**src/rtl/mac_accum_sequencer_pkg.sv**
```systemverilog
`default_nettype none
// +--------------------------------------------------------------------------+
// | Package   : mac_seq_pkg                                                  |
// | Purpose   : Shared types and constants for the MAC accumulate sequencer: |
// |             FSM state encoding, datapath/counter widths and the          |
// |             saturation value.                                            |
// | Revision  : 1.0  initial release                                         |
// +--------------------------------------------------------------------------+
package mac_seq_pkg;

  localparam int MAC_W     = 12;
  localparam int MAC_LEN_W = 4;

  // Clamp value that the accumulator takes on carry-out when saturation is built in.
  localparam logic [MAC_W-1:0] ACC_SAT = {MAC_W{1'b1}};

  typedef enum logic [1:0] {
    IDLE  = 2'd0,
    ACCUM = 2'd1,
    DONE  = 2'd2
  } state_t;

endpackage : mac_seq_pkg
`default_nettype wire

```
**src/rtl/mac_accum_sequencer_if.sv**
```systemverilog
`default_nettype none
// +--------------------------------------------------------------------------+
// | Interface : mac_accum_sequencer_if                                       |
// | Purpose   : Bundles the command, operand-beat and result handshakes of   |
// |             the MAC accumulate sequencer.                                |
// |   master  : drives start/len, in_valid/in_a/in_b, out_ready              |
// |   slave   : drives in_ready, out_valid/out_sum/out_ovf, busy             |
// | Revision  : 1.0  initial release                                         |
// +--------------------------------------------------------------------------+
interface mac_accum_sequencer_if
  import mac_seq_pkg::*;
#(
  parameter int W     = MAC_W,
  parameter int LEN_W = MAC_LEN_W
);

  logic             start;
  logic [LEN_W-1:0] len;
  logic             in_valid;
  logic             in_ready;
  logic [W-1:0]     in_a;
  logic [W-1:0]     in_b;
  logic             out_valid;
  logic             out_ready;
  logic [W-1:0]     out_sum;
  logic             out_ovf;
  logic             busy;

  modport master (
    output start, len, in_valid, in_a, in_b, out_ready,
    input  in_ready, out_valid, out_sum, out_ovf, busy
  );

  modport slave (
    input  start, len, in_valid, in_a, in_b, out_ready,
    output in_ready, out_valid, out_sum, out_ovf, busy
  );

endinterface : mac_accum_sequencer_if
`default_nettype wire

```
**src/rtl/mac_accum_sequencer_add3.sv**
```systemverilog
`default_nettype none
// +--------------------------------------------------------------------------+
// | Module    : reversible_12bit_adder                                       |
// | Purpose   : Combinational three-operand adder, sum = a + b + c mod 2**W. |
// |   a, b, c : W-bit operands                                               |
// |   sum     : W-bit wrapped sum                                            |
// |   carry   : 1 when the true sum does not fit in W bits                   |
// | Revision  : 1.0  initial release                                         |
// +--------------------------------------------------------------------------+
module reversible_12bit_adder
  import mac_seq_pkg::*;
#(
  parameter int W = MAC_W
) (
  input  logic [W-1:0] a,
  input  logic [W-1:0] b,
  input  logic [W-1:0] c,
  output logic [W-1:0] sum,
  output logic         carry
);

  // Three W-bit operands need two extra bits; either one set means overflow.
  logic [W+1:0] w_full;

  always_comb begin
    w_full = {2'b00, a} + {2'b00, b} + {2'b00, c};
    sum    = w_full[W-1:0];
    carry  = |w_full[W+1:W];
  end

endmodule : reversible_12bit_adder
`default_nettype wire

```
**src/rtl/mac_accum_sequencer.sv**
```systemverilog
`default_nettype none
// +--------------------------------------------------------------------------+
// | Module    : mac_accum_sequencer                                          |
// | Purpose   : Runs bursts of operand pairs through a three-operand adder,  |
// |             acc <= acc + in_a + in_b, one beat per cycle, and presents   |
// |             the final sum plus a sticky overflow flag on a valid/ready   |
// |             result port.                                                 |
// | Ports     : clk, rst (sync, active-high)                                 |
// |             bus.slave : start/len, in_valid/in_ready/in_a/in_b,          |
// |                         out_valid/out_ready/out_sum/out_ovf, busy        |
// | Options   : MAC_ACC_SATURATE_EN - clamp acc to all-ones on carry-out     |
// |             (default: wrap modulo 2**W; ovf is set either way)           |
// | Revision  : 1.0  initial release                                         |
// +--------------------------------------------------------------------------+
module mac_accum_sequencer
  import mac_seq_pkg::*;
#(
  parameter int W     = MAC_W,
  parameter int LEN_W = MAC_LEN_W
) (
  input  logic                  clk,
  input  logic                  rst,
  mac_accum_sequencer_if.slave  bus
);

  localparam logic [LEN_W-1:0] C_ONE = LEN_W'(1);

  state_t           r_state;
  logic [W-1:0]     r_acc;
  logic [LEN_W-1:0] r_cnt;
  logic [LEN_W-1:0] r_len_q;
  logic             r_ovf;
  logic             r_in_ready;
  logic             r_out_valid;
  logic [W-1:0]     r_out_sum;
  logic             r_out_ovf;
  logic             r_busy;

  logic [W-1:0]     w_sum;
  logic             w_carry;
  logic [W-1:0]     w_acc_next;
  logic             w_ovf_next;
  logic             w_beat;
  logic             w_last;

  reversible_12bit_adder #(.W(W)) u_add3 (
    .a     (r_acc),
    .b     (bus.in_a),
    .c     (bus.in_b),
    .sum   (w_sum),
    .carry (w_carry)
  );

  always_comb begin
    w_beat     = bus.in_valid && r_in_ready;
    w_last     = (r_cnt == (r_len_q - C_ONE));
    w_ovf_next = r_ovf | w_carry;
`ifdef MAC_ACC_SATURATE_EN
    w_acc_next = w_carry ? ACC_SAT : w_sum;
`else
    w_acc_next = w_sum;
`endif
  end

  // Outputs are registered next to the state so they change exactly with it.
  always_ff @(posedge clk) begin
    if (rst) begin
      r_state     <= IDLE;
      r_acc       <= '0;
      r_cnt       <= '0;
      r_len_q     <= '0;
      r_ovf       <= 1'b0;
      r_in_ready  <= 1'b0;
      r_out_valid <= 1'b0;
      r_out_sum   <= '0;
      r_out_ovf   <= 1'b0;
      r_busy      <= 1'b0;
    end else begin
      case (r_state)
        IDLE: begin
          if (bus.start) begin
            r_acc   <= '0;
            r_cnt   <= '0;
            r_ovf   <= 1'b0;
            r_len_q <= bus.len;
            r_busy  <= 1'b1;
            if (bus.len != '0) begin
              r_state    <= ACCUM;
              r_in_ready <= 1'b1;
            end else begin
              // Empty burst: result is zero, presented the next cycle.
              r_state     <= DONE;
              r_out_valid <= 1'b1;
              r_out_sum   <= '0;
              r_out_ovf   <= 1'b0;
            end
          end
        end

        ACCUM: begin
          if (w_beat) begin
            r_acc <= w_acc_next;
            r_ovf <= w_ovf_next;
            r_cnt <= r_cnt + C_ONE;
            if (w_last) begin
              // Forward the just-computed values so out_valid rises one cycle after the beat.
              r_state     <= DONE;
              r_in_ready  <= 1'b0;
              r_out_valid <= 1'b1;
              r_out_sum   <= w_acc_next;
              r_out_ovf   <= w_ovf_next;
            end
          end
        end

        DONE: begin
          if (bus.out_ready) begin
            r_state     <= IDLE;
            r_out_valid <= 1'b0;
            r_busy      <= 1'b0;
          end
        end

        default: begin
          r_state     <= IDLE;
          r_in_ready  <= 1'b0;
          r_out_valid <= 1'b0;
          r_busy      <= 1'b0;
        end
      endcase
    end
  end

  assign bus.in_ready  = r_in_ready;
  assign bus.out_valid = r_out_valid;
  assign bus.out_sum   = r_out_sum;
  assign bus.out_ovf   = r_out_ovf;
  assign bus.busy      = r_busy;

endmodule : mac_accum_sequencer
`default_nettype wire

```
**src/flat_wrapper.sv**
```systemverilog
// flat-port wrapper written by rule: the top's interface ports become plain ports
module mac_accum_sequencer_flat import mac_seq_pkg::*;
#(
  parameter int W     = MAC_W,
  parameter int LEN_W = MAC_LEN_W
)
  (clk, rst, bus_start, bus_len, bus_in_valid, bus_in_a, bus_in_b, bus_out_ready, bus_in_ready, bus_out_valid, bus_out_sum, bus_out_ovf, bus_busy);
  mac_accum_sequencer_if #(.W(W), .LEN_W(LEN_W)) bus_i ();
  input  logic clk;
  input  logic rst;
  input wire logic [$bits(bus_i.start)-1:0] bus_start;
  input wire logic [$bits(bus_i.len)-1:0] bus_len;
  input wire logic [$bits(bus_i.in_valid)-1:0] bus_in_valid;
  input wire logic [$bits(bus_i.in_a)-1:0] bus_in_a;
  input wire logic [$bits(bus_i.in_b)-1:0] bus_in_b;
  input wire logic [$bits(bus_i.out_ready)-1:0] bus_out_ready;
  output wire logic [$bits(bus_i.in_ready)-1:0] bus_in_ready;
  output wire logic [$bits(bus_i.out_valid)-1:0] bus_out_valid;
  output wire logic [$bits(bus_i.out_sum)-1:0] bus_out_sum;
  output wire logic [$bits(bus_i.out_ovf)-1:0] bus_out_ovf;
  output wire logic [$bits(bus_i.busy)-1:0] bus_busy;
  assign bus_i.start = bus_start;
  assign bus_i.len = bus_len;
  assign bus_i.in_valid = bus_in_valid;
  assign bus_i.in_a = bus_in_a;
  assign bus_i.in_b = bus_in_b;
  assign bus_i.out_ready = bus_out_ready;
  assign bus_in_ready = bus_i.in_ready;
  assign bus_out_valid = bus_i.out_valid;
  assign bus_out_sum = bus_i.out_sum;
  assign bus_out_ovf = bus_i.out_ovf;
  assign bus_busy = bus_i.busy;
  mac_accum_sequencer #(.W(W), .LEN_W(LEN_W)) u_core (.clk(clk), .rst(rst), .bus(bus_i));
endmodule
```
**config.mk**
```make
export PLATFORM = sky130hd
export DESIGN_NAME = mac_accum_sequencer_flat
export DESIGN_NICKNAME = d
export VERILOG_FILES = /design/src/rtl/mac_accum_sequencer_pkg.sv /design/src/rtl/mac_accum_sequencer_if.sv /design/src/rtl/mac_accum_sequencer_add3.sv /design/src/rtl/mac_accum_sequencer.sv /design/src/flat_wrapper.sv
export SDC_FILE = /design/constraint.sdc
export NUM_CORES = 1
export LEC_CHECK = 0
export ABC_AREA = 0
export CAP_MARGIN = 15
export CORE_ASPECT_RATIO = 1.75
export CORE_MARGIN = 2
export CORE_UTILIZATION = 50
export CTS_CLUSTER_DIAMETER = 200
export DETAILED_ROUTE_END_ITERATION = 12
export PLACE_DENSITY = 0.82
export SYNTH_ARGS = -nofsm -noshare
export SYNTH_HDL_FRONTEND = slang
export SYNTH_SLANG_ARGS = --single-unit
export TNS_END_PERCENT = 20
```
**constraint.sdc**
```tcl
create_clock -name clk -period 6 [get_ports clk]
set_input_delay 1.2 -clock clk [delete_from_list [all_inputs] [get_ports clk]]
set_output_delay 1.2 -clock clk [all_outputs]
set_load 0.05 [all_outputs]
```
==> results of run 1 <==
cell families after synthesis:
| group | Yosys count |
|---|---|
| mux | 1 |
| xor+xnor | 23 |
| buf+inv | 21 |
| flops | 39 |
| compound gates | 94 |
| simple gates | 123 |
| fa+ha+maj | 28 |
worst max-delay path, stage by stage:
cell	delay, ns
clkdlybuf4s50_1	0.40
ha_1	0.23
fa_1	0.42
a21oi_1	0.15
nor2_1	0.07
or3_2	0.41
and2b_2	0.21
ha_1	0.36
nand2_1	0.09
o21bai_1	0.17
a21oi_1	0.28
o21ai_0	0.26
nor4_2	0.26
mux2i_1	0.13
a32o_1	0.25
power groups by stage:
| stage | Clock, mW | Sequential (mW) | Combinational, mW |
|---|---|---|---|
| finish | 0.177 | 0.275 | 0.224 |
| global route | 0.190 | 0.276 | 0.248 |
| CTS | 0.180 | 0.275 | 0.223 |
| detailed placement | 0 | 0.281 | 0.220 |
| global placement | 0 | 0.281 | 0.214 |
| floorplan | 0 | 0.284 | 0.156 |
state kept, by name, summed over array words and instances, names as in the netlist:
register / cells
u_core.bus.in_ready: 1
u_core.r_ovf: 1
u_core.bus.busy: 1
u_core.bus.out_valid: 1
u_core.bus.out_ovf: 1
u_core.r_len_q: 4
u_core.r_state: 2
u_core.bus.out_sum: 12
u_core.r_acc: 12
u_core.r_cnt: 4
final timing paths:
kind / depth (start not counted) / endpoint / start / slack, ns
worst max-delay path: 15 / u_core.r_ovf / bus_in_a[0] / 1.30
worst min-delay path: 2 / u_core.bus.out_sum[2] / u_core.bus.out_sum[2] / 0.46
worst max register to register: 14 / u_core.r_ovf / u_core.r_acc[0] / 2.32
worst min register to register: 2 / u_core.bus.out_sum[2] / u_core.bus.out_sum[2] / 0.46
area by class of cell:
| cell class | instances | share of cell area (%) |
|---|---|---|
| Multi-Input combinational cell | 269 | 54.8 |
| Sequential cell | 39 | 24.2 |
| Timing Repair Buffer | 49 | 15.1 |
| Clock buffer | 6 | 2.56 |
| Tap cell | 55 | 2.13 |
| Inverter | 9 | 1.05 |
| Clock inverter | 1 | 0.155 |
through the flow:
stage	utilization, %	instances	power, mW	instance area (um^2)
3_5_place_dp	60.7	421	0.501	3140
6_report	62.4	428	0.676	3230
4_1_cts	62.4	428	0.678	3230
2_1_floorplan	-	329	0.440	2630
3_3_place_gp	60.7	421	0.494	3140
5_1_grt	62.4	428	0.714	3230
layer usage:
metal	GRT usage, %	wire length, um	vias up
li1	-	-	1258
met1	24.2	2530	1162
met2	41.2	3380	49
met3	1.93	187	12
met4	9.97	138	0
met5	0	0	-
placed cells by master, fill, tap and decap left out, types with 4 or more instances in the layout:
cell type and instances:
clkdlybuf4s50_1 48, nand2_1 41, a21oi_1 40, dfxtp_1 39, nor2_1 29, ha_1 26
o21ai_0 18, nor3_1 13, xor2_1 12, xnor2_1 11, inv_1 9, nand3_1 9
a22oi_1 7, nand3b_1 6, clkbuf_8 6, a21o_1 5, o21a_1 5, nor2b_1 5
o21ai_1 4
==> impl_metrics.xml, run 1 <==
<?xml version="1.0" encoding="UTF-8"?>
<metrics>
  <group name="finish">
    <metric name="n_fill_cell" unit="">477</metric>
    <metric name="layout-drive-gt1-share" unit="%">5.09</metric>
    <metric name="area_used_by_multi_input_combinational_logic" unit="mm^2">0.00177</metric>
    <metric name="area_delta_synth_final" unit="%">22.6</metric>
    <metric name="insertedDiodeCount" unit="">0</metric>
    <metric name="layout.nets" unit="">434</metric>
    <metric name="area.sequential" unit="um^2">781</metric>
  </group>
  <group name="hold_path">
    <metric name="worst_hold_path_class" unit="">flip-flop to flip-flop</metric>
  </group>
  <group name="yosys">
    <metric name="synthDistinctLibCells" unit="">47</metric>
    <metric name="synthXorXnorAreaFrac" unit="%">7.66</metric>
    <metric name="synthMuxAreaShare" unit="%">0.381</metric>
    <metric name="synth_cells" unit="">329</metric>
    <metric name="leading_cell_types_by_count_after_synthesis" unit="">nand2_1 (41), a21oi_1 (40), dfxtp_1 (39), nor2_1 (29), ha_1 (26)</metric>
    <metric name="number_of_enable_flip_flop_cells_after_synthesis" unit="">0</metric>
    <metric name="yosysWarnings" unit="">0</metric>
    <metric name="yosysTopAreaCellShare" unit="%">29.7</metric>
    <metric name="synth.net_count" unit="">390</metric>
    <metric name="syn_avg_cell_area" unit="um^2">7.99</metric>
    <metric name="yosys.cell_count.top_type" unit="">nand2_1</metric>
    <metric name="synth_seq_cells" unit="">39</metric>
    <metric name="asyncSetResetFlopFracSynth" unit="%">0</metric>
    <metric name="synthAdderAreaFrac" unit="%">13.9</metric>
    <metric name="synth_seq_area_share" unit="%">29.7</metric>
    <metric name="synth_top_family_by_area" unit="">compound AO/OA/AOI/OAI gates</metric>
    <metric name="ys_top_cells_by_area" unit="">dfxtp_1 (30%), ha_1 (12%), a21oi_1 (7.6%)</metric>
    <metric name="synth-simple-area-share" unit="%">22.5</metric>
    <metric name="synth_flop_cell" unit="">dfxtp_1</metric>
    <metric name="cell_taking_the_most_area_after_synthesis" unit="">dfxtp_1</metric>
    <metric name="post_synthesis_compound_gate_area_fraction" unit="%">22.7</metric>
    <metric name="mappedNetlistArea" unit="mm^2">0.00263</metric>
  </group>
  <group name="global_route">
    <metric name="grt-ovfl-total" unit="">0</metric>
    <metric name="global_route_wire_length_before_repair" unit="um">10300</metric>
    <metric name="antenna_found_initial" unit="">0</metric>
    <metric name="grt_start_max_net_pins" unit="">41</metric>
    <metric name="grt_pass1_vias" unit="">2425</metric>
    <metric name="grt_util_all_layers" unit="%">22.1</metric>
  </group>
  <group name="sta">
    <metric name="slew_headroom" unit="%">50.1</metric>
    <metric name="grt_setup_unrepaired" unit="">false</metric>
    <metric name="worst-slew-pin-transition" unit="ns">0.749</metric>
    <metric name="tns" unit="ns">0</metric>
    <metric name="period_needed" unit="ns">4.70</metric>
    <metric name="setup_viol" unit="">0</metric>
    <metric name="fin_worst_hold_slack" unit="ns">0.459</metric>
    <metric name="skew" unit="ns">0.00864</metric>
    <metric name="post-route-worst-setup-slack" unit="ns">1.30</metric>
    <metric name="final.period_utilization" unit="%">78.3</metric>
    <metric name="fmax" unit="MHz">213</metric>
    <metric name="maxSlewViolCount" unit="">0</metric>
    <metric name="hold_violations" unit="">0</metric>
  </group>
  <group name="power">
    <metric name="share_clk_of_total_power" unit="%">26.1</metric>
    <metric name="power.combinational.fraction" unit="%">33.1</metric>
    <metric name="internal_power" unit="mW">0.454</metric>
    <metric name="p_switching" unit="mW">0.221</metric>
    <metric name="p_seq_share" unit="%">40.7</metric>
    <metric name="irDropWorstVdd" unit="V">0.000170</metric>
    <metric name="power_density" unit="mW/mm^2">209</metric>
    <metric name="p_leak" unit="nW">1.29</metric>
    <metric name="swShare" unit="%">32.8</metric>
  </group>
  <group name="clock_tree">
    <metric name="htree_levels" unit="">2</metric>
    <metric name="ctsHoldBuffers" unit="">0</metric>
    <metric name="ctsResizeCount" unit="">0</metric>
    <metric name="clk_pin_slew" unit="ns">0.07</metric>
    <metric name="worstSkewPairLatency" unit="ns">0.29</metric>
    <metric name="cts_sinks" unit="">39</metric>
    <metric name="cts_buffers" unit="">5</metric>
    <metric name="clock_tree.buffer_depth" unit="">2</metric>
    <metric name="ctsRootBufferMaster" unit="">clkbuf_8</metric>
    <metric name="tritoncts" unit="">built</metric>
    <metric name="cts_setup_buffers" unit="">0</metric>
  </group>
  <group name="setup_path">
    <metric name="worstSetupEndpointType" unit="">flip-flop</metric>
    <metric name="path_max_fanout" unit="">5</metric>
    <metric name="timing.critical_path.required" unit="ns">6.18</metric>
    <metric name="timing.critical_path.arrival" unit="ns">4.88</metric>
    <metric name="type_of_element_launching_the_critical_path" unit="">input pin</metric>
    <metric name="setup.worst_path.class" unit="">input pin to flip-flop</metric>
  </group>
  <group name="routing">
    <metric name="wire_per_inst" unit="um">14.6</metric>
    <metric name="num_vias" unit="">2481</metric>
    <metric name="dr.pass1.iters" unit="">8</metric>
    <metric name="drt-vias-per-instance" unit="">5.80</metric>
    <metric name="route.antenna.remaining_nets" unit="">0</metric>
    <metric name="drt_drc_violations_left" unit="">3</metric>
    <metric name="detail_route.wirelength" unit="um">6240</metric>
    <metric name="drt_iter0_markers" unit="">91</metric>
  </group>
  <group name="floorplanning">
    <metric name="initial_utilization" unit="%">50.9</metric>
    <metric name="fp.dieArea" unit="mm^2">0.00588</metric>
    <metric name="floorplan.die.width" unit="um">58.8</metric>
    <metric name="number_of_cell_rows" unit="">35</metric>
    <metric name="io-pin-count" unit="">49</metric>
    <metric name="fp.coreArea" unit="mm^2">0.00517</metric>
    <metric name="die-height" unit="um">99.9</metric>
  </group>
  <group name="placed_design">
    <metric name="placement.io_buffers" unit="">48</metric>
    <metric name="global_placer_s_final_weighted_congestion" unit="">0.912</metric>
    <metric name="hpwl_after_dpl" unit="um">4900</metric>
    <metric name="place_worst_setup_slack" unit="ns">1.02</metric>
  </group>
  <group name="status">
    <metric name="violated_checks" unit="">design-rule violations</metric>
    <metric name="outcome" unit="">finished, violations left</metric>
  </group>
  <group name="job">
    <metric name="max_cap_violation_count" unit="">0</metric>
  </group>
</metrics>
(Power assumes the default switching activity.)
==> inputs of run 2 (changes only) <==
Clock period 6 ns to 4.33 ns, I/O delays scaled along.
==> impl_metrics.xml, run 2 (synthesis gave the netlist of run 1 again) <==
<?xml version="1.0" encoding="UTF-8"?>
<metrics>
  <group name="routing">
    <metric name="detail_route.wirelength" unit="um">6300</metric>
    <metric name="drt_iter0_markers" unit="">74</metric>
    <metric name="wl_met3" unit="um">194</metric>
    <metric name="detailroute.wirelength.met2" unit="um">3380</metric>
    <metric name="drt_drc_violations_left" unit="">3</metric>
    <metric name="highest_layer" unit="">met4</metric>
    <metric name="wire_length_on_met1" unit="um">2550</metric>
    <metric name="num_vias" unit="">2513</metric>
    <metric name="dr.pass1.iters" unit="">8</metric>
    <metric name="drt-vias-per-instance" unit="">5.67</metric>
    <metric name="route.antenna.remaining_nets" unit="">0</metric>
    <metric name="wire_per_inst" unit="um">14.2</metric>
  </group>
  <group name="setup_path">
    <metric name="timing.critical_path.required" unit="ns">4.57</metric>
    <metric name="crit_slowest_cell" unit="">clkdlybuf4s50_1</metric>
    <metric name="top_cell_by_count_worst_path" unit="">ha_1</metric>
    <metric name="endpoint_of_the_worst_slack_reg_to_reg_timing_path" unit="">u_core.r_ovf</metric>
    <metric name="path_max_fanout" unit="">4</metric>
    <metric name="type_of_element_launching_the_critical_path" unit="">input pin</metric>
    <metric name="setup.worst_path.class" unit="">input pin to flip-flop</metric>
    <metric name="timing.critical_path.arrival" unit="ns">4.39</metric>
    <metric name="worstSetupEndpointType" unit="">flip-flop</metric>
    <metric name="worstPathCellList" unit="">clkdlybuf4s50_1 &gt; ha_1 &gt; a21o_1 &gt; a21oi_1 &gt; o21bai_1 &gt; a2111oi_4 &gt; nor3_1 &gt; xor2_1 &gt; ha_1 &gt; o21ai_0 &gt; or2_2 &gt; o31a_1 &gt; mux2i_1 &gt; a32o_1</metric>
    <metric name="ff2ff_setup_slack" unit="ns">0.86</metric>
    <metric name="slowest_delay" unit="ns">0.46</metric>
    <metric name="path_buf_inv" unit="">1</metric>
    <metric name="ff2ff_path_depth" unit="">15</metric>
    <metric name="cpLargestDelayFamily" unit="">compound AO/OA/AOI/OAI gates</metric>
    <metric name="crit-reg2reg-launch" unit="">u_core.r_acc[0]</metric>
  </group>
  <group name="sta">
    <metric name="worst-slew-pin-transition" unit="ns">0.726</metric>
    <metric name="maxSlewViolCount" unit="">0</metric>
    <metric name="skew" unit="ns">0.00660</metric>
    <metric name="setup_viol" unit="">0</metric>
    <metric name="fin_worst_hold_slack" unit="ns">0.457</metric>
    <metric name="grt_setup_unrepaired" unit="">false</metric>
    <metric name="period_needed" unit="ns">4.15</metric>
    <metric name="hold_violations" unit="">0</metric>
    <metric name="tns" unit="ns">0</metric>
    <metric name="fmax" unit="MHz">241</metric>
    <metric name="post-route-worst-setup-slack" unit="ns">0.183</metric>
    <metric name="slew_headroom" unit="%">51.6</metric>
    <metric name="final.period_utilization" unit="%">95.8</metric>
  </group>
  <group name="finish">
    <metric name="n_fill_cell" unit="">448</metric>
    <metric name="layout-drive-gt1-share" unit="%">9.28</metric>
    <metric name="area_used_by_multi_input_combinational_logic" unit="mm^2">0.00179</metric>
    <metric name="final_cell_mix" unit="">clkdlybuf4s50_1 (48), nand2_1 (41), a21oi_1 (40), dfxtp_1 (39), nor2_1 (29)</metric>
    <metric name="insertedDiodeCount" unit="">0</metric>
    <metric name="final_common_cell" unit="">clkdlybuf4s50_1</metric>
    <metric name="layout.nets" unit="">448</metric>
    <metric name="area.sequential" unit="um^2">781</metric>
    <metric name="final_cells" unit="">443</metric>
    <metric name="final_design_area_no_fill" unit="mm^2">0.00337</metric>
    <metric name="area_delta_synth_final" unit="%">28.0</metric>
  </group>
  <group name="clock_tree">
    <metric name="clk_pin_slew" unit="ns">0.07</metric>
    <metric name="ctsHoldBuffers" unit="">0</metric>
    <metric name="worstSkewPairLatency" unit="ns">0.30</metric>
    <metric name="tritoncts" unit="">built</metric>
    <metric name="cts_sinks" unit="">39</metric>
    <metric name="clock_tree.buffer_depth" unit="">2</metric>
    <metric name="cts_buffers" unit="">5</metric>
    <metric name="ctsRootBufferMaster" unit="">clkbuf_8</metric>
    <metric name="htree_levels" unit="">2</metric>
    <metric name="cts_setup_buffers" unit="">0</metric>
  </group>
  <group name="power">
    <metric name="p_leak" unit="nW">1.36</metric>
    <metric name="irDropWorstVdd" unit="V">0.000256</metric>
    <metric name="power_density" unit="mW/mm^2">294</metric>
  </group>
  <group name="hold_path">
    <metric name="timing.hold.worst_endpoint" unit="">u_core.bus.out_sum[9]</metric>
    <metric name="min-delay-start" unit="">u_core.bus.out_sum[9]</metric>
    <metric name="hold-path-cell-count" unit="">2</metric>
    <metric name="worst_hold_path_class" unit="">flip-flop to flip-flop</metric>
  </group>
  <group name="global_route">
    <metric name="grt_start_max_net_pins" unit="">24</metric>
    <metric name="grt_pass1_vias" unit="">2440</metric>
    <metric name="grt_util_all_layers" unit="%">22.7</metric>
    <metric name="grt-ovfl-total" unit="">0</metric>
    <metric name="global_route_wire_length_before_repair" unit="um">10500</metric>
    <metric name="antenna_found_initial" unit="">0</metric>
  </group>
  <group name="floorplanning">
    <metric name="fp.coreArea" unit="mm^2">0.00517</metric>
    <metric name="fp.dieArea" unit="mm^2">0.00588</metric>
    <metric name="die-height" unit="um">99.9</metric>
    <metric name="number_of_cell_rows" unit="">35</metric>
    <metric name="floorplan.die.width" unit="um">58.8</metric>
    <metric name="initial_utilization" unit="%">50.9</metric>
    <metric name="io-pin-count" unit="">49</metric>
  </group>
  <group name="status">
    <metric name="outcome" unit="">finished, violations left</metric>
    <metric name="violated_checks" unit="">design-rule violations</metric>
  </group>
  <group name="placed_design">
    <metric name="hpwl_after_dpl" unit="um">4950</metric>
    <metric name="global_placer_s_final_weighted_congestion" unit="">0.881</metric>
    <metric name="placed_cells_incl_taps" unit="">435</metric>
    <metric name="placement.io_buffers" unit="">48</metric>
    <metric name="dpl-instance-area" unit="mm^2">0.00324</metric>
    <metric name="place_worst_setup_slack" unit="ns">-0.164</metric>
  </group>
  <group name="job">
    <metric name="max_cap_violation_count" unit="">0</metric>
  </group>
</metrics>
-- run 2: power breakdown --
part / internal, mW / switching [mW] / leakage, nW
Clock: 0.145 / 0.122 / 0.0515
Combinational: 0.161 / 0.183 / 0.995
Sequential: 0.371 / 0.0104 / 0.316
-- run 2: cell type report --
| class | count | share of cell area [%] |
|---|---|---|
| Timing Repair Buffer | 63 | 17.6 |
| Sequential cell | 39 | 23.2 |
| Multi-Input combinational cell | 269 | 53.2 |
| Clock buffer | 8 | 2.97 |
| Tap cell | 55 | 2.04 |
| Inverter | 9 | 1.00 |
-- run 2: worst max-delay path by stage --
stage,startpoint,to,slack [ns],depth (start not counted)
global route,bus_in_a[1],u_core.r_acc[11],0.007,16
global placement,bus_in_a[1],u_core.r_acc[10],-0.09,16
CTS,bus_in_a[1],u_core.r_acc[10],0.12,16
floorplan,bus_in_a[0],u_core.r_ovf,0.47,14
finish,bus_in_a[1],u_core.r_ovf,0.18,14
detailed placement,bus_in_a[1],u_core.r_acc[10],-0.16,16
-- run 2: metrics by stage --
| step | power, mW | util [%] |
|---|---|---|
| 4_1_cts | 0.991 | 64.7 |
| 3_3_place_gp | 0.715 | 62.8 |
| 2_1_floorplan | 0.609 | - |
| 3_5_place_dp | 0.723 | 62.8 |
| 6_report | 0.991 | 65.2 |
| 5_1_grt | 1.05 | 65.2 |
-- run 2: worst reg2reg max path: stages (launching register included) --
cell     delay [ns]
dfxtp_1        0.32
ha_1           0.21
fa_2           0.36
a21oi_1        0.15
nor2_1         0.08
o21a_1         0.20
o311a_4        0.34
o21a_1         0.17
nor2_1         0.11
xnor2_1        0.09
ha_2           0.34
o21ai_0        0.10
or2_2          0.29
o31a_1         0.29
mux2i_1        0.18
a32o_1         0.18
-- run 2: metal layers --
layer	up-vias	track usage [%]
li1	1287	-
met1	1163	24.2
met2	49	41.6
met3	14	2.96
met4	0	11.4
met5	-	0
-- run 2: what timing repair did --
item | CTS | global route
resized for setup | 0 | 5
endpoints found under the setup margin | 0 | 4
endpoints found under the hold margin | 0 | 0
==> RTL change 1: new RTL, flow settings as in run 2 <==
Encoding of `state_t`: now one-hot (3 bits for 3 states).
--- a/src/rtl/mac_accum_sequencer_pkg.sv
+++ b/src/rtl/mac_accum_sequencer_pkg.sv
@@ -16,6 +16,6 @@
 
-  typedef enum logic [1:0] {
-    IDLE  = 2'd0,
-    ACCUM = 2'd1,
-    DONE  = 2'd2
+  typedef enum logic [2:0] {
+    IDLE  = 3'b001,
+    ACCUM = 3'b010,
+    DONE  = 3'b100
   } state_t;
Behaviour: same outputs for any inputs over 4 cycles, from zero or initial values and one cycle with rst high; so few cycles prove little.
==> RTL change 1 against run 2 <==
- first-iteration DRC count is 140% higher
- area after synthesis is 6.3% higher
- register-to-register slack better by 60 ps
- final area is 3.0% higher
- global-route usage is 1.1 points higher
- setup slack better by 56 ps
- sequential cell count is 1 higher
- maximum frequency is 1.4% higher
- critical endpoint is now u_core.r_acc[11]
- total power is 8.8% higher
- synthesized cell count is 5.5% higher
- routed wire length is 8.6% higher
==> RTL change 1: results (changes against run 2) <==
| Metric | Value |
|---|---|
| Gp weighted congestion | `0.860 (-2.4%)` |
| Status | `complete, no violations` |
| Via density | `5.74 (+1.1%)` |
| Non-Filler Instances | `472 (+6.5%)` |
| Sequential fraction of the synthesis area | `28.6% (-1.0 points)` |
| Area grow syn2layout | `24.0%` |
| FF-to-FF End | `u_core.r_acc[11]` |
| Synth top cells by count | `53 x nand2_1, 40 x dfxtp_1, 37 x a21oi_1` |
| Vias in the first global route | `2,605 (+6.8%)` |
| Worst EP arrival | `4250 ps (-140 ps)` |
| Initial drt markers | `177 (+140%)` |
| First-pass GRT wire length | `11,300 um (+8.4%)` |
| Ant diodes | `0 (unchanged)` |
| Pre-CTS WS | `-120 ps (+44.2 ps)` |
| Syn avg cell area | `8.06 um2 (+0.77%)` |
| Residual DRC | `0 (-3)` |
| R2r setup slk | `920 ps (+60 ps)` |
| Worst Reg-to-Reg Cells | `14 (-1)` |
| Placed insts | `464 (+6.7%)` |
| Post-DR wirelength/cell | `14.5 um (+1.9%)` |
| Final hold slack | `454 ps (-2.70 ps)` |
| Syn_nets | `408 (+4.6%)` |
| Dominant cells by area after synthesis | `dfxtp_1 29%, ha_1 12%, nand2_1 7.1%, a21oi_1 6.6%, xnor2_1 4.4%` |
| Overall Global Routing Usage | `23.8% (+1.1 points)` |
| Placed instance area | `0.00333 mm2 (+2.8%)` |
| Clock root cell | `clkbuf_8` |
| R2R Path Start | `u_core.r_acc[0]` |
| Top FF cell, synth | `dfxtp_1` |
| Maximum vdd ir drop | `287 uV (+12%)` |
| Worst hold endpoint | `u_core.bus.out_sum[0]` |
| HPWL after DPL | `5230 um (+5.8%)` |
| Slew @ Worst Pin | `1090 ps (+368 ps)` |
| Worst skew pair latency | `300 ps (about the same)` |
| Layout cells sized above 1 | `7.83% (-1.5 points)` |
| Maximum fanout along the worst path | `3 (-1)` |
| CP max stage cell | `fa_1` |
| Max incr delay on CP | `410 ps (-50 ps)` |
| DRT Pass-1 Iters | `4 (-4)` |
| Post-Route Skew | `8.77 ps (+2.18 ps)` |
| Hold Startpoint | `u_core.bus.out_sum[0]` |
| Largest net degree at the start of global routing | `37 (+54%)` |
| IO buf count | `48 (unchanged)` |
| P_leak | `1.35 nW (-1.1%)` |
| Filler cell count | `497 (+11%)` |
| Min-delay worst type | `flip-flop to flip-flop` |
| Unique masters post-synth | `53 (+13%)` |
-- RTL change 1: cell count changes after synthesis, sizes merged, moves of 5 or more --
cell and change:
a211oi +6, o21ai -5, a22oi -7, xor2 -6, nand2 +13
-- RTL change 1: what timing repair did --
| item | 4_1_cts | 5_1_grt |
|---|---|---|
| resized for setup | 0 | 1 |
| hold buffers | 0 | 0 |
| endpoints found under the setup margin | 0 | 1 |
-- RTL change 1: how the worst max path moves through the flow --
stage	cells after the start	end	startpoint	slack (ps)
final	15	u_core.r_acc[11]	bus_in_a[0]	240
after global routing	15	u_core.r_acc[11]	bus_in_a[0]	20
after CTS	15	u_core.r_acc[11]	bus_in_a[0]	190
after detailed placement	15	u_core.r_acc[11]	bus_in_a[0]	-120
after global placement	15	u_core.r_acc[11]	bus_in_a[0]	80
after floorplan	14	u_core.r_acc[11]	bus_in_a[0]	550
-- RTL change 1: routing by layer --
| layer | part of all wire, % | wire [um] | vias up | track usage (%) |
|---|---|---|---|---|
| met2 | 53 | 3640 | 79 | 41.4 |
| met5 | 0 | 0 | - | 0 |
| met4 | 2.7 | 182 | 0 | 10.5 |
| met1 | 40 | 2710 | 1269 | 27.5 |
| met3 | 4.5 | 307 | 16 | 4.52 |
| li1 | - | - | 1344 | - |
-- RTL change 1: area by class of cell --
| type | instances | area share, % |
|---|---|---|
| multi-input combinational | 285 | 54.3 |
| sequential | 40 | 23.1 |
| timing repair buffer | 55 | 15.4 |
| clock buffer | 7 | 2.78 |
| tap | 76 | 2.74 |
| clock inverter | 1 | 0.866 |
| inverter | 8 | 0.866 |
-- RTL change 1: report_power, final --
| group | total [mW] | switching [mW] | internal (mW) |
|---|---|---|---|
| combinational | 0.338 | 0.196 | 0.142 |
| clock | 0.337 | 0.134 | 0.203 |
| sequential | 0.404 | 0.0191 | 0.385 |
-- RTL change 1: worst register-to-register path, cell delays in order, from the launching register on --
cell and delay, ps:
dfxtp_1 320, ha_1 220, fa_1 410, a211oi_1 220
nor2_1 110, o41ai_2 260, o21ba_2 180, xnor2_1 110
ha_1 260, a21o_1 190, a21o_1 190, a21oi_1 250
o21ai_0 170, xnor2_1 290, o41ai_2 100
-- RTL change 1: cell families (layout without fill, tap and decap cells) --
kind of cell,after synthesis,in the layout,synth area share (%)
compound gates,99,99,22.9
xor+xnor,20,20,6.27
fa+ha+maj,28,28,13.1
buf+inv,22,71,4.30
flops,40,40,28.6
mux,3,3,1.07
simple gates,135,135,23.7
==> RTL change 2: new RTL, flow settings as in run 2 <==
Without the edit above. Set the package constant `MAC_W` to 6 (it was 12).
--- a/src/rtl/mac_accum_sequencer_pkg.sv
+++ b/src/rtl/mac_accum_sequencer_pkg.sv
@@ -10,3 +10,3 @@
 
-  localparam int MAC_W     = 12;
+  localparam int MAC_W     = 6;
   localparam int MAC_LEN_W = 4;
Ports: changed (resized bus_in_a, bus_in_b and bus_out_sum); port bits go from 49 to 31. No check against the original RTL was run, so the function may have changed too.
==> RTL change 2 against run 2 <==
- area after synthesis down 36%
- non-clock buffer count down 31
- routed wire length down 45%
- total power down 41%
- final area down 39%
- highest routed layer unchanged
- critical path depth unchanged
- setup slack better by 480 ps
- sequential cell count down 12
==> RTL change 2: results (changes against run 2) <==
| Metric | Value |
|---|---|
| Status | `complete, no violations` |
| R2r setup slk | `1370 ps (+510 ps)` |
| Combinational Power | `0.176 mW (-49%)` |
| Via density | `5.42 (-4.4%)` |
| IO buf count | `30 (-38%)` |
| P_leak | `0.835 nW (-39%)` |
| Internal | `0.405 mW (-40%)` |
| HPWL after DPL | `2830 um (-43%)` |
| CP Capture Point | `u_core.bus.out_ovf` |
| Filler cell count | `295 (-34%)` |
| Sequential fraction of the synthesis area | `32.3% (+2.6 points)` |
| Post-DR wirelength/cell | `13.1 um (-7.7%)` |
| Buffering overhead | `15.3% (-2.3 points)` |
| Unique masters post-synth | `43 (-8.5%)` |
| Multi-input gates | `153 (-43%)` |
| Total Nets Final | `263 (-41%)` |
| Signal inverters | `7 (-2)` |
| Met3 GRT Util | `2.02% (-0.94 points)` |
| Syn_nets | `232 (-41%)` |
| Multi-input combinational cell area | `0.00108 mm2 (-40%)` |
| Met2 usage | `38.5% (-3.1 points)` |
| Non-CTS buffers | `32 (-49%)` |
| Maximum vdd ir drop | `200 uV (-22%)` |
| Slew @ Worst Pin | `1020 ps (+299 ps)` |
| Layout cells sized above 1 | `6.73% (-2.6 points)` |
| Initial drt markers | `28 (-62%)` |
| Worst-path clk slew | `90 ps (+20 ps)` |
| Met1 Use GR | `24.5% (+0.29 points)` |
| Post-Route Skew | `6.48 ps (-0.114 ps)` |
| Worst skew pair latency | `270 ps (-30 ps)` |
| Dominant cells by area after synthesis | `dfxtp_1 32%, ha_1 12%, a21oi_1 6.6%, xnor2_1 5.8%, nor2_1 4.0%` |
[RTL change 2: cell count changes in the layout (fill, tap and decap cells not counted), sizes merged, moves of 5 or more]
cell | before | now
nand2 | 41 | 17
ha | 26 | 16
a21oi | 41 | 23
nor3 | 13 | 7
o21ai | 22 | 4
dfxtp | 39 | 27
clkdlybuf4s50 | 48 | 30
buf | 15 | 2
clkbuf | 8 | 3
a22oi | 7 | 0
xor2 | 12 | 4
nor2 | 30 | 18
[RTL change 2: how the worst min path moves through the flow]
stage                         start                   end  cells past startpoint
2_1_floorplan       u_core.r_acc[2]       u_core.r_acc[2]                      2
3_3_place_gp   u_core.bus.out_valid  u_core.bus.out_valid                      2
3_5_place_dp   u_core.bus.out_valid  u_core.bus.out_valid                      2
4_1_cts        u_core.bus.out_valid  u_core.bus.out_valid                      2
5_1_grt        u_core.bus.out_valid  u_core.bus.out_valid                      2
6_report       u_core.bus.out_valid  u_core.bus.out_valid                      2
[RTL change 2: logic make-up (layout without fill, tap and decap cells)]
kind of cell,Yosys count,in the layout,synth area share (%)
AOI/OAI and AO/OA,43,43,16.6
xor gates and xnor gates,15,15,7.86
adders and majority gates,18,18,14.4
buffers and inverters,13,43,3.14
DFF,27,27,32.3
muxes,6,6,3.67
and+or+nand+nor,71,71,22.0
[RTL change 2: metrics by stage]
step / utilization, % / hold WS, ps / worst slack [ps] / cells / cell area, um2
2_1_floorplan: - / 436 / 980 / 193 / 1670
3_3_place_gp: 63.4 / 434 / 420 / 262 / 2010
3_5_place_dp: 63.4 / 439 / 378 / 262 / 2010
4_1_cts: 64.9 / 454 / 667 / 266 / 2060
5_1_grt: 64.9 / 484 / 481 / 266 / 2060
6_report: 64.9 / 448 / 659 / 266 / 2060
